**src/rtl/pingpong_pkg.sv**
```systemverilog
// Shared types and constants for the pingpong match controller.
// Holds the FSM state encoding, score width, serve directions and default win score.
package pingpong_pkg;

  localparam int SCORE_W           = 4;
  localparam int DEFAULT_WIN_SCORE = 7;

  localparam logic [SCORE_W-1:0] SCORE_MAX = 4'd15;

  localparam logic DIR_TO_A = 1'b0;
  localparam logic DIR_TO_B = 1'b1;

  typedef enum logic [2:0] {
    ST_IDLE  = 3'd0,
    ST_SERVE = 3'd1,
    ST_RALLY = 3'd2,
    ST_POINT = 3'd3,
    ST_OVER  = 3'd4
  } state_t;

  // Scores stop at 15 rather than wrapping back to zero.
  function automatic logic [SCORE_W-1:0] sat_inc(input logic [SCORE_W-1:0] s);
    return (s == SCORE_MAX) ? s : s + 1'b1;
  endfunction

endpackage

```
**src/rtl/pingpong_match_ctrl_if.sv**
```systemverilog
// Bus between the match controller and the ball engine / score display.
// master = ball engine side, slave = match controller.
interface pingpong_match_ctrl_if;
  import pingpong_pkg::*;

  logic               tick;
  logic               start;
  logic               miss_a;
  logic               miss_b;
  logic               engine_run;
  logic               serve_load;
  logic               serve_dir;
  logic [SCORE_W-1:0] score_a;
  logic [SCORE_W-1:0] score_b;
  logic [2:0]         state_o;
  logic               game_over;
  logic               winner;

  modport master (
    output tick, start, miss_a, miss_b,
    input  engine_run, serve_load, serve_dir, score_a, score_b, state_o, game_over, winner
  );

  modport slave (
    input  tick, start, miss_a, miss_b,
    output engine_run, serve_load, serve_dir, score_a, score_b, state_o, game_over, winner
  );

endinterface

```
**src/rtl/pingpong_tick_timer.sv**
```systemverilog
// Pause counter: loads PAUSE_TICKS, counts down one step per tick, done when empty.
module pingpong_tick_timer #(
  parameter int PAUSE_TICKS = 16
) (
  input  logic clk,
  input  logic rst,
  input  logic load,
  input  logic tick,
  output logic done
);

  localparam logic [7:0] LOAD_VAL = 8'(PAUSE_TICKS);

  logic [7:0] count;

  always_ff @(posedge clk) begin
    if (rst) begin
      count <= '0;
    end else if (load) begin
      count <= LOAD_VAL;
    end else if (tick && (count != '0)) begin
      count <= count - 8'd1;
    end
  end

  assign done = (count == '0);

endmodule

```
**src/rtl/pingpong_match_ctrl.sv**
```systemverilog
// Pingpong match controller: serve / rally / point-pause / game-over sequencing and scoring.
// Define PINGPONG_DEUCE_EN to require a 2-point lead (deuce) to win.
module pingpong_match_ctrl
  import pingpong_pkg::*;
#(
  parameter int WIN_SCORE   = DEFAULT_WIN_SCORE,
  parameter int PAUSE_TICKS = 16
) (
  input logic                 clk,
  input logic                 rst,
  pingpong_match_ctrl_if.slave bus
);

  localparam logic [SCORE_W-1:0] WIN_VAL = SCORE_W'(WIN_SCORE);

  state_t             state_q, state_d;
  logic [SCORE_W-1:0] score_a_q, score_a_d;
  logic [SCORE_W-1:0] score_b_q, score_b_d;
  logic               serve_dir_q, serve_dir_d;
  logic               serve_load_q, serve_load_d;
  logic               engine_run_q;
  logic               game_over_q;
  logic               winner_q, winner_d;
  logic               timer_load;
  logic               timer_done;
  logic               win_met;

  pingpong_tick_timer #(
    .PAUSE_TICKS(PAUSE_TICKS)
  ) u_timer (
    .clk  (clk),
    .rst  (rst),
    .load (timer_load),
    .tick (bus.tick),
    .done (timer_done)
  );

`ifdef PINGPONG_DEUCE_EN
  // Deuce: need WIN_SCORE and a 2-point lead; a 15-15 deadlock ends the match.
  always_comb begin
    win_met = ((score_a_q >= WIN_VAL) && ({1'b0, score_a_q} >= {1'b0, score_b_q} + 5'd2)) ||
              ((score_b_q >= WIN_VAL) && ({1'b0, score_b_q} >= {1'b0, score_a_q} + 5'd2)) ||
              ((score_a_q == SCORE_MAX) && (score_b_q == SCORE_MAX));
  end
`else
  always_comb begin
    win_met = (score_a_q >= WIN_VAL) || (score_b_q >= WIN_VAL);
  end
`endif

  always_comb begin
    state_d      = state_q;
    score_a_d    = score_a_q;
    score_b_d    = score_b_q;
    serve_dir_d  = serve_dir_q;
    winner_d     = winner_q;
    serve_load_d = 1'b0;
    timer_load   = 1'b0;
    unique case (state_q)
      ST_IDLE, ST_OVER: begin
        if (bus.start) begin
          score_a_d   = '0;
          score_b_d   = '0;
          serve_dir_d = DIR_TO_B;
          state_d     = ST_SERVE;
        end
      end
      ST_SERVE: begin
        if (bus.tick) begin
          serve_load_d = 1'b1;
          state_d      = ST_RALLY;
        end
      end
      ST_RALLY: begin
        // A double miss is ambiguous, so neither side is credited.
        if (bus.miss_a ^ bus.miss_b) begin
          if (bus.miss_a) begin
            score_b_d   = sat_inc(score_b_q);
            serve_dir_d = DIR_TO_A;
          end else begin
            score_a_d   = sat_inc(score_a_q);
            serve_dir_d = DIR_TO_B;
          end
          timer_load = 1'b1;
          state_d    = ST_POINT;
        end
      end
      ST_POINT: begin
        if (timer_done) begin
          if (win_met) begin
            state_d  = ST_OVER;
            winner_d = (score_b_q > score_a_q);
          end else begin
            state_d = ST_SERVE;
          end
        end
      end
      default: state_d = ST_IDLE;
    endcase
  end

  always_ff @(posedge clk) begin
    if (rst) begin
      state_q      <= ST_IDLE;
      score_a_q    <= '0;
      score_b_q    <= '0;
      serve_dir_q  <= DIR_TO_B;
      serve_load_q <= 1'b0;
      engine_run_q <= 1'b0;
      game_over_q  <= 1'b0;
      winner_q     <= 1'b0;
    end else begin
      state_q      <= state_d;
      score_a_q    <= score_a_d;
      score_b_q    <= score_b_d;
      serve_dir_q  <= serve_dir_d;
      serve_load_q <= serve_load_d;
      engine_run_q <= (state_d == ST_RALLY);
      game_over_q  <= (state_d == ST_OVER);
      winner_q     <= winner_d;
    end
  end

  assign bus.state_o    = state_q;
  assign bus.score_a    = score_a_q;
  assign bus.score_b    = score_b_q;
  assign bus.serve_dir  = serve_dir_q;
  assign bus.serve_load = serve_load_q;
  assign bus.engine_run = engine_run_q;
  assign bus.game_over  = game_over_q;
  assign bus.winner     = winner_q;

endmodule

```
**src/flat_wrapper.sv**
```systemverilog
// flat-port wrapper written by rule: the top's interface ports become plain ports
module pingpong_match_ctrl_flat import pingpong_pkg::*;
#(
  parameter int WIN_SCORE   = DEFAULT_WIN_SCORE,
  parameter int PAUSE_TICKS = 16
)
  (clk, rst, bus_tick, bus_start, bus_miss_a, bus_miss_b, bus_engine_run, bus_serve_load, bus_serve_dir, bus_score_a, bus_score_b, bus_state_o, bus_game_over, bus_winner);
  pingpong_match_ctrl_if bus_i ();
  input logic clk;
  input logic rst;
  input wire logic [$bits(bus_i.tick)-1:0] bus_tick;
  input wire logic [$bits(bus_i.start)-1:0] bus_start;
  input wire logic [$bits(bus_i.miss_a)-1:0] bus_miss_a;
  input wire logic [$bits(bus_i.miss_b)-1:0] bus_miss_b;
  output wire logic [$bits(bus_i.engine_run)-1:0] bus_engine_run;
  output wire logic [$bits(bus_i.serve_load)-1:0] bus_serve_load;
  output wire logic [$bits(bus_i.serve_dir)-1:0] bus_serve_dir;
  output wire logic [$bits(bus_i.score_a)-1:0] bus_score_a;
  output wire logic [$bits(bus_i.score_b)-1:0] bus_score_b;
  output wire logic [$bits(bus_i.state_o)-1:0] bus_state_o;
  output wire logic [$bits(bus_i.game_over)-1:0] bus_game_over;
  output wire logic [$bits(bus_i.winner)-1:0] bus_winner;
  assign bus_i.tick = bus_tick;
  assign bus_i.start = bus_start;
  assign bus_i.miss_a = bus_miss_a;
  assign bus_i.miss_b = bus_miss_b;
  assign bus_engine_run = bus_i.engine_run;
  assign bus_serve_load = bus_i.serve_load;
  assign bus_serve_dir = bus_i.serve_dir;
  assign bus_score_a = bus_i.score_a;
  assign bus_score_b = bus_i.score_b;
  assign bus_state_o = bus_i.state_o;
  assign bus_game_over = bus_i.game_over;
  assign bus_winner = bus_i.winner;
  pingpong_match_ctrl #(.WIN_SCORE(WIN_SCORE), .PAUSE_TICKS(PAUSE_TICKS)) u_core (.clk(clk), .rst(rst), .bus(bus_i));
endmodule
```
**config.mk**
```make
export PLATFORM = sky130hd
export DESIGN_NAME = pingpong_match_ctrl_flat
export DESIGN_NICKNAME = d
export VERILOG_FILES = /design/src/rtl/pingpong_pkg.sv /design/src/rtl/pingpong_match_ctrl_if.sv /design/src/rtl/pingpong_tick_timer.sv /design/src/rtl/pingpong_match_ctrl.sv /design/src/flat_wrapper.sv
export SDC_FILE = /design/constraint.sdc
export NUM_CORES = 1
export LEC_CHECK = 0
export ABC_AREA = 1
export CAP_MARGIN = 40
export CORE_ASPECT_RATIO = 0.9
export CORE_MARGIN = 4
export CORE_UTILIZATION = 62
export DETAILED_ROUTE_END_ITERATION = 10
export DONT_BUFFER_PORTS = 1
export MAX_ROUTING_LAYER = met4
export PLACE_DENSITY = 0.78
export SYNTH_ARGS = -nofsm -noshare
export SYNTH_HDL_FRONTEND = slang
export SYNTH_SLANG_ARGS = --single-unit
```
**constraint.sdc**
```tcl
create_clock -name clk -period 1.65 [get_ports clk]
set_clock_uncertainty 0.05 [all_clocks]
set_input_delay 0.165 -clock clk [delete_from_list [all_inputs] [get_ports clk]]
set_output_delay 0.165 -clock clk [all_outputs]
set_load 0.01 [all_outputs]
```
==> impl_metrics.yaml, run 1 <==
outcome:
  outcome: "finished, final reports clean"
cts:
  path_clk_slew_ns: 0.13
  cts_buffers: 3
  htreeDepth: 1
  cts_tree: "built"
  cts_root_buf: "clkbuf_4"
  cts_buffer_depth: 2
  cts_sinks: 24
  clkLatencyLatePin_ns: 0.31
route:
  wire_per_inst_um: 12.3
  ant_nets: 0
  drcViolationCount: 0
  viasPerCell: 5.34
  via_count: 1405
  firstDrtPassIters: 4
  drtIter0Drc: 58
  drt-total-wl_um: 3250
final_layout:
  fin_cells: 263
  nets: 250
  fin_area_um2: 1600
  drive_gt1_share_pct: 11.4
  syn2layout_area_growth_pct: 11.4
  final-seq-area_um2: 480
  fill_cells: 193
  antennaDiodeCount: 0
  multi_input_area_um2: 845
power:
  p_leak_nw: 0.763
  ir_drop_v: 0.00130
  cellPowerDensity_nw_per_um2: 1710
logic_synthesis:
  syn_area_um2: 1440
  seq_area_frac_synth_pct: 33.4
  synth_top_area_cell: "dfxtp_1"
  synth_cell_type_count: 22
  synth.area.top_cells: "dfxtp_1 33%, nand2_1 17%, nor2_1 8.4%"
  synth_nets: 235
  yosys_register_bits: 24
  synth_cells: 222
  netlist.area_leader.share_pct: 33.4
  avgSynthCellArea_um2: 6.48
  synth_warnings: 0
die:
  die-area_um2: 3150
  die_width_um: 58.8
  ios: 22
  core_region_area_um2: 2200
  chipHeight_um: 53.7
  initial_core_util_pct: 65.3
  rows: 16
critical_path:
  crit_required_ns: 1.86
  arrival_ns: 1.71
  cp-end-kind: "register"
  ff2ff_path_depth: 10
  cp-start-kind: "register"
  crit_cells: 10
  slowest_delay_ns: 0.33
  critical_path.slowest_cell: "dfxtp_1"
  path_buf_inv: 1
  cp_top_family: "simple AND/OR/NAND/NOR gates"
  crit_chain: "inv_1 -> ha_2 -> nand2_1 -> nor2_1 -> nand2_1 -> nand2_1 -> nand2_1 -> nor2_1 -> nor2_1 -> nor2_1"
  path_class: "register to register"
  crit_fanout: 7
sta:
  layout_setup_ws_ns: 0.151
  final-max-slew-violation-count: 0
  hold_viol_final: 0
  finalCriticalPeriod_ns: 1.50
  setup_viol: 0
  final.period_utilization_pct: 90.8
  tns_ns: 0
  rsz0062_at_grt: "no"
  relSlewSlack_pct: 65.5
  max_freq_mhz: 667
  worst_pin_slew_ns: 0.515
hold_path:
  worst_hold_path_type: "input port to register"
  hold_path_depth: 2
place:
  dp.final_hpwl_um: 2580
  routabilityCongestion: 0.881
  dpl_cell_area_um2: 1530
  port_buffers: 0
  placedCellCount: 256
  pre_cts_ws_ns: 0.111
grt:
  grt_pass1_vias: 1233
  grt_usage_pct: 23.1
  antenna_found_initial: 0
  grt_max_degree: 14
  overflow: 0
  grt_pass1_wl_um: 5440
flow_run:
  maxCapViolations: 0
cell type report:
cell class | instances | share of cell area, %
tap | 27 | 2.11
multi-input combinational | 166 | 52.7
clock buffer | 4 | 2.27
inverter | 31 | 7.27
sequential | 24 | 30.0
timing repair buffer | 11 | 5.62
power breakdown:
part / total [mW] / internal, mW / leakage, nW / switching (mW)
logic: 1.52 / 0.533 / 0.546 / 0.990
clock network: 0.306 / 0.135 / 0.0210 / 0.171
registers: 0.903 / 0.734 / 0.196 / 0.170
total: 2.73 / 1.40 / 0.763 / 1.33
logic make-up (layout without fill, tap and decap cells):
kind of cell	after synthesis	after routing	share of synthesized area [%]
and+or+nand+nor	132	132	41.4
buffers and inverters	32	46	8.35
DFF	24	24	33.4
AOI/OAI and AO/OA	23	23	8.27
adders and majority gates	7	7	6.09
xor gates and xnor gates	4	4	2.44
state kept, by name, summed over array words and instances, names as in the netlist:
name                   count
u_core.u_timer.count       8
u_core.bus.score_b         4
u_core.bus.score_a         4
u_core.bus.engine_run      1
u_core.bus.winner          1
u_core.bus.serve_load      1
u_core.bus.serve_dir       1
u_core.bus.game_over       1
u_core.bus.state_o         3
metal layers:
metal / GRT usage [%] / up-vias / part of all wire, %
met5: - / - / 0
met4: 5.28 / 0 / 0.18
met3: 7.43 / 2 / 9.0
met2: 34.0 / 53 / 43
met1: 30.9 / 619 / 48
li1: - / 731 / -
synthesized netlist by cell type:
| library cell | instances |
|---|---|
| a21boi_1 | 1 |
| a21oi_1 | 16 |
| a31oi_1 | 1 |
| clkbuf_1 | 1 |
| dfxtp_1 | 24 |
| ha_1 | 7 |
| inv_1 | 30 |
| inv_2 | 1 |
| nand2_1 | 64 |
| nand2_2 | 7 |
| nand2_4 | 1 |
| nand3_1 | 16 |
| nand4_1 | 5 |
| nor2_1 | 32 |
| nor2_2 | 1 |
| nor2_4 | 3 |
| nor3_1 | 1 |
| nor3_4 | 1 |
| nor3b_1 | 1 |
| o21ai_0 | 5 |
| xnor2_1 | 1 |
| xor2_1 | 3 |
path summary, 6_finish.rpt:
| path | start | slack [ns] | endpoint |
|---|---|---|---|
| hold / removal | bus_miss_b | 0.03 | u_core.bus.serve_dir$_SDFFE_PP1P_ |
| setup reg to reg | u_core.u_timer.count[0]$_SDFFE_PP0P_ | 0.15 | u_core.u_timer.count[4]$_SDFFE_PP0P_ |
| setup / recovery | u_core.u_timer.count[0]$_SDFFE_PP0P_ | 0.15 | u_core.u_timer.count[4]$_SDFFE_PP0P_ |
| hold reg to reg | u_core.u_timer.count[0]$_SDFFE_PP0P_ | 0.44 | u_core.u_timer.count[0]$_SDFFE_PP0P_ |
repair_timing:
item	CTS	global route
buffers inserted	0	0
endpoints found under the hold margin	14	0
hold buffers	3	0
endpoints found under the setup margin	0	3
resized for setup	0	3
stage by stage:
step | hold slack, ns | util [%] | total power [mW]
4_1_cts | 0.0286 | 72.4 | 2.67
3_5_place_dp | 0.190 | 69.4 | 2.36
6_report | 0.0303 | 72.7 | 2.73
2_1_floorplan | 0.246 | - | 2.05
3_3_place_gp | 0.187 | 69.4 | 2.32
5_1_grt | 0.0153 | 72.7 | 2.99
cell usage in the layout (no fill, tap or decap):
master         Yosys  routed
nor3_4             1       1
a31oi_1            1       1
clkbuf_8           0       1
nand2_2            7       7
ha_2               0       1
xor2_1             3       3
nand2_1           64      64
buf_4              0       8
nor3_1             1       1
a21boi_1           1       1
inv_1             30      30
a21oi_1           16      16
o21ai_1            0       1
o21ai_0            5       4
dfxtp_1           24      24
ha_1               7       6
nand3_1           16      16
nand4_1            5       5
clkbuf_4           0       3
nor2_4             3       4
nand2_4            1       1
xnor2_1            1       1
inv_2              1       1
nor2_1            32      32
nor3b_1            1       1
dlygate4sd3_1      0       3
No activity file was read; power rests on OpenSTA's default activity.
==> inputs of run 2 (changes only) <==
Settings changed: CORE_MARGIN 4 to 2.
==> run 2 against run 1 <==
Net effect:
- critical path depth shrank 1
- design area shrank 0.94%
- combinational power is essentially flat
- die area shrank 14%
- utilization is essentially flat
- setup slack is essentially flat
- worst hold slack lost 0.023 ns
- sequential cell count is the same
- routed wire length grew 0.34%
- fmax is essentially flat
- register-to-register slack is essentially flat
- non-clock buffer count shrank 2
- critical path type unchanged
- largest power group unchanged
==> impl_metrics.yaml, run 2 (synthesis results as in run 1) <==
outcome:
  outcome: "finished, final reports clean"
sta:
  setup_viol: 0
  max_freq_mhz: 667
  finalCriticalPeriod_ns: 1.50
  relSlewSlack_pct: 67.1
  tns_ns: 0
  holdWs_ns: 0.00752
  layout_setup_ws_ns: 0.151
  final-max-slew-violation-count: 0
  hold_viol_final: 0
  rsz0062_at_grt: "no"
  worst_pin_slew_ns: 0.491
  final.period_utilization_pct: 90.8
grt:
  grt_max_degree: 14
  grt_pass1_wl_um: 5430
  antenna_found_initial: 0
  grt_usage_pct: 27.5
  grt_pass1_vias: 1223
  overflow: 0
power:
  seq_power_share_pct: 32.7
  switchingPower_mw: 1.33
  p_leak_nw: 0.754
  cellPowerDensity_nw_per_um2: 1730
  internal_power_mw: 1.40
  clkPwrFrac_pct: 11.3
  power_frac_comb_pct: 56.0
  switching_share_pct: 48.7
  power.total_mw: 2.74
  ir_drop_v: 0.00140
hold_path:
  worst_hold_path_type: "input port to register"
critical_path:
  crit_fanout: 10
  crit_chain: "inv_1 -> ha_2 -> nand2_1 -> nor2_4 -> nor2_4 -> nand2_1 -> nand2_1 -> nor2_1 -> nor2_1"
  path_common_cell: "nand2_1"
  slowest_delay_ns: 0.33
  cp-end-kind: "register"
  cp-start-kind: "register"
  path_class: "register to register"
  arrival_ns: 1.65
  cp_top_family: "simple AND/OR/NAND/NOR gates"
  path_buf_inv: 1
  r2r_slack_ns: 0.15
  critical_path.slowest_cell: "dfxtp_1"
  crit_required_ns: 1.80
place:
  pre_cts_ws_ns: 0.0968
  port_buffers: 0
  placedCellCount: 255
  dpl_cell_area_um2: 1520
  routabilityCongestion: 0.939
  dp.final_hpwl_um: 2540
route:
  viasPerCell: 5.41
  ant_nets: 0
  drt-total-wl_um: 3260
  via_count: 1412
  wire_per_inst_um: 12.5
  drcViolationCount: 0
  drtIter0Drc: 61
  firstDrtPassIters: 5
final_layout:
  regMostFlops: "u_core.u_timer.count"
  finish.utilization_pct: 72.7
  final_common_cell: "nand2_1"
  antennaDiodeCount: 0
  layout_common_cells: "63 x nand2_1, 32 x nor2_1, 30 x inv_1, 24 x dfxtp_1"
  fill_cells: 188
  fin_cells: 261
  syn2layout_area_growth_pct: 10.4
  drive_gt1_share_pct: 11.5
  largest_register_ffs: 8
  fin_area_um2: 1590
  nets: 248
die:
  core_region_area_um2: 2180
  rows: 16
  initial_core_util_pct: 65.9
  die_width_um: 54.8
  ios: 22
  chipHeight_um: 49.7
  die-area_um2: 2720
cts:
  clkLatencyLatePin_ns: 0.32
  cts_buffers: 3
  path_clk_slew_ns: 0.13
  htreeDepth: 1
  cts_tree: "built"
  cts_sinks: 24
  cts_buffer_depth: 2
  cts_root_buf: "clkbuf_4"
flow_run:
  maxCapViolations: 0
[run 2: cell count changes in the layout (fill, tap and decap cells not counted)]
| cell | before | now |
|---|---|---|
| buf_4 | 8 | 7 |
| dlygate4sd3_1 | 3 | 2 |
| nand2_1 | 64 | 63 |
| nand2_2 | 7 | 8 |
[run 2: worst min-delay path, cell delays in order]
cell and delay [ns]:
nor2_1 0.02, nand2_1 0.07, a21oi_1 0.07
[run 2: final cells by class]
type	instances	area, µm²	share of cell area, %
multi-input cells	166	847	53.4
repair buffers	9	72.6	4.57
flip-flops and latches	24	480	30.3
well taps	27	33.8	2.13
inverters	31	116	7.33
clock buffers	4	36.3	2.29
[run 2: what timing repair did]
action / in CTS / in global routing
buffers inserted: 0 / 0
hold buffers: 2 / 0
resized for setup: 0 / 4
endpoints found under the setup margin: 0 / 12
hold endpoints to repair: 14 / 0
[run 2: final timing paths]
check,to,start,depth (start not counted)
setup / recovery,u_core.u_timer.count[4]$_SDFFE_PP0P_,u_core.u_timer.count[0]$_SDFFE_PP0P_,9
hold / removal,u_core.bus.game_over$_SDFF_PP0_,bus_start,3
setup reg to reg,u_core.u_timer.count[4]$_SDFFE_PP0P_,u_core.u_timer.count[0]$_SDFFE_PP0P_,9
hold reg to reg,u_core.u_timer.count[0]$_SDFFE_PP0P_,u_core.u_timer.count[0]$_SDFFE_PP0P_,2
[run 2: layer usage]
metal | routed length [µm] | global-route usage [%]
met5 | 0 | -
met4 | 13 | 4.58
met3 | 289 | 7.88
met2 | 1460 | 40.5
met1 | 1490 | 38.0
[run 2: power groups by stage]
| stage | clock, mW | sequential [mW] | combinational, mW |
|---|---|---|---|
| after floorplan | 0 | 0.898 | 1.16 |
| after global placement | 0 | 0.899 | 1.42 |
| after detailed placement | 0 | 0.904 | 1.47 |
| after CTS | 0.310 | 0.891 | 1.48 |
| after global routing | 0.333 | 0.922 | 1.74 |
| final | 0.310 | 0.894 | 1.53 |
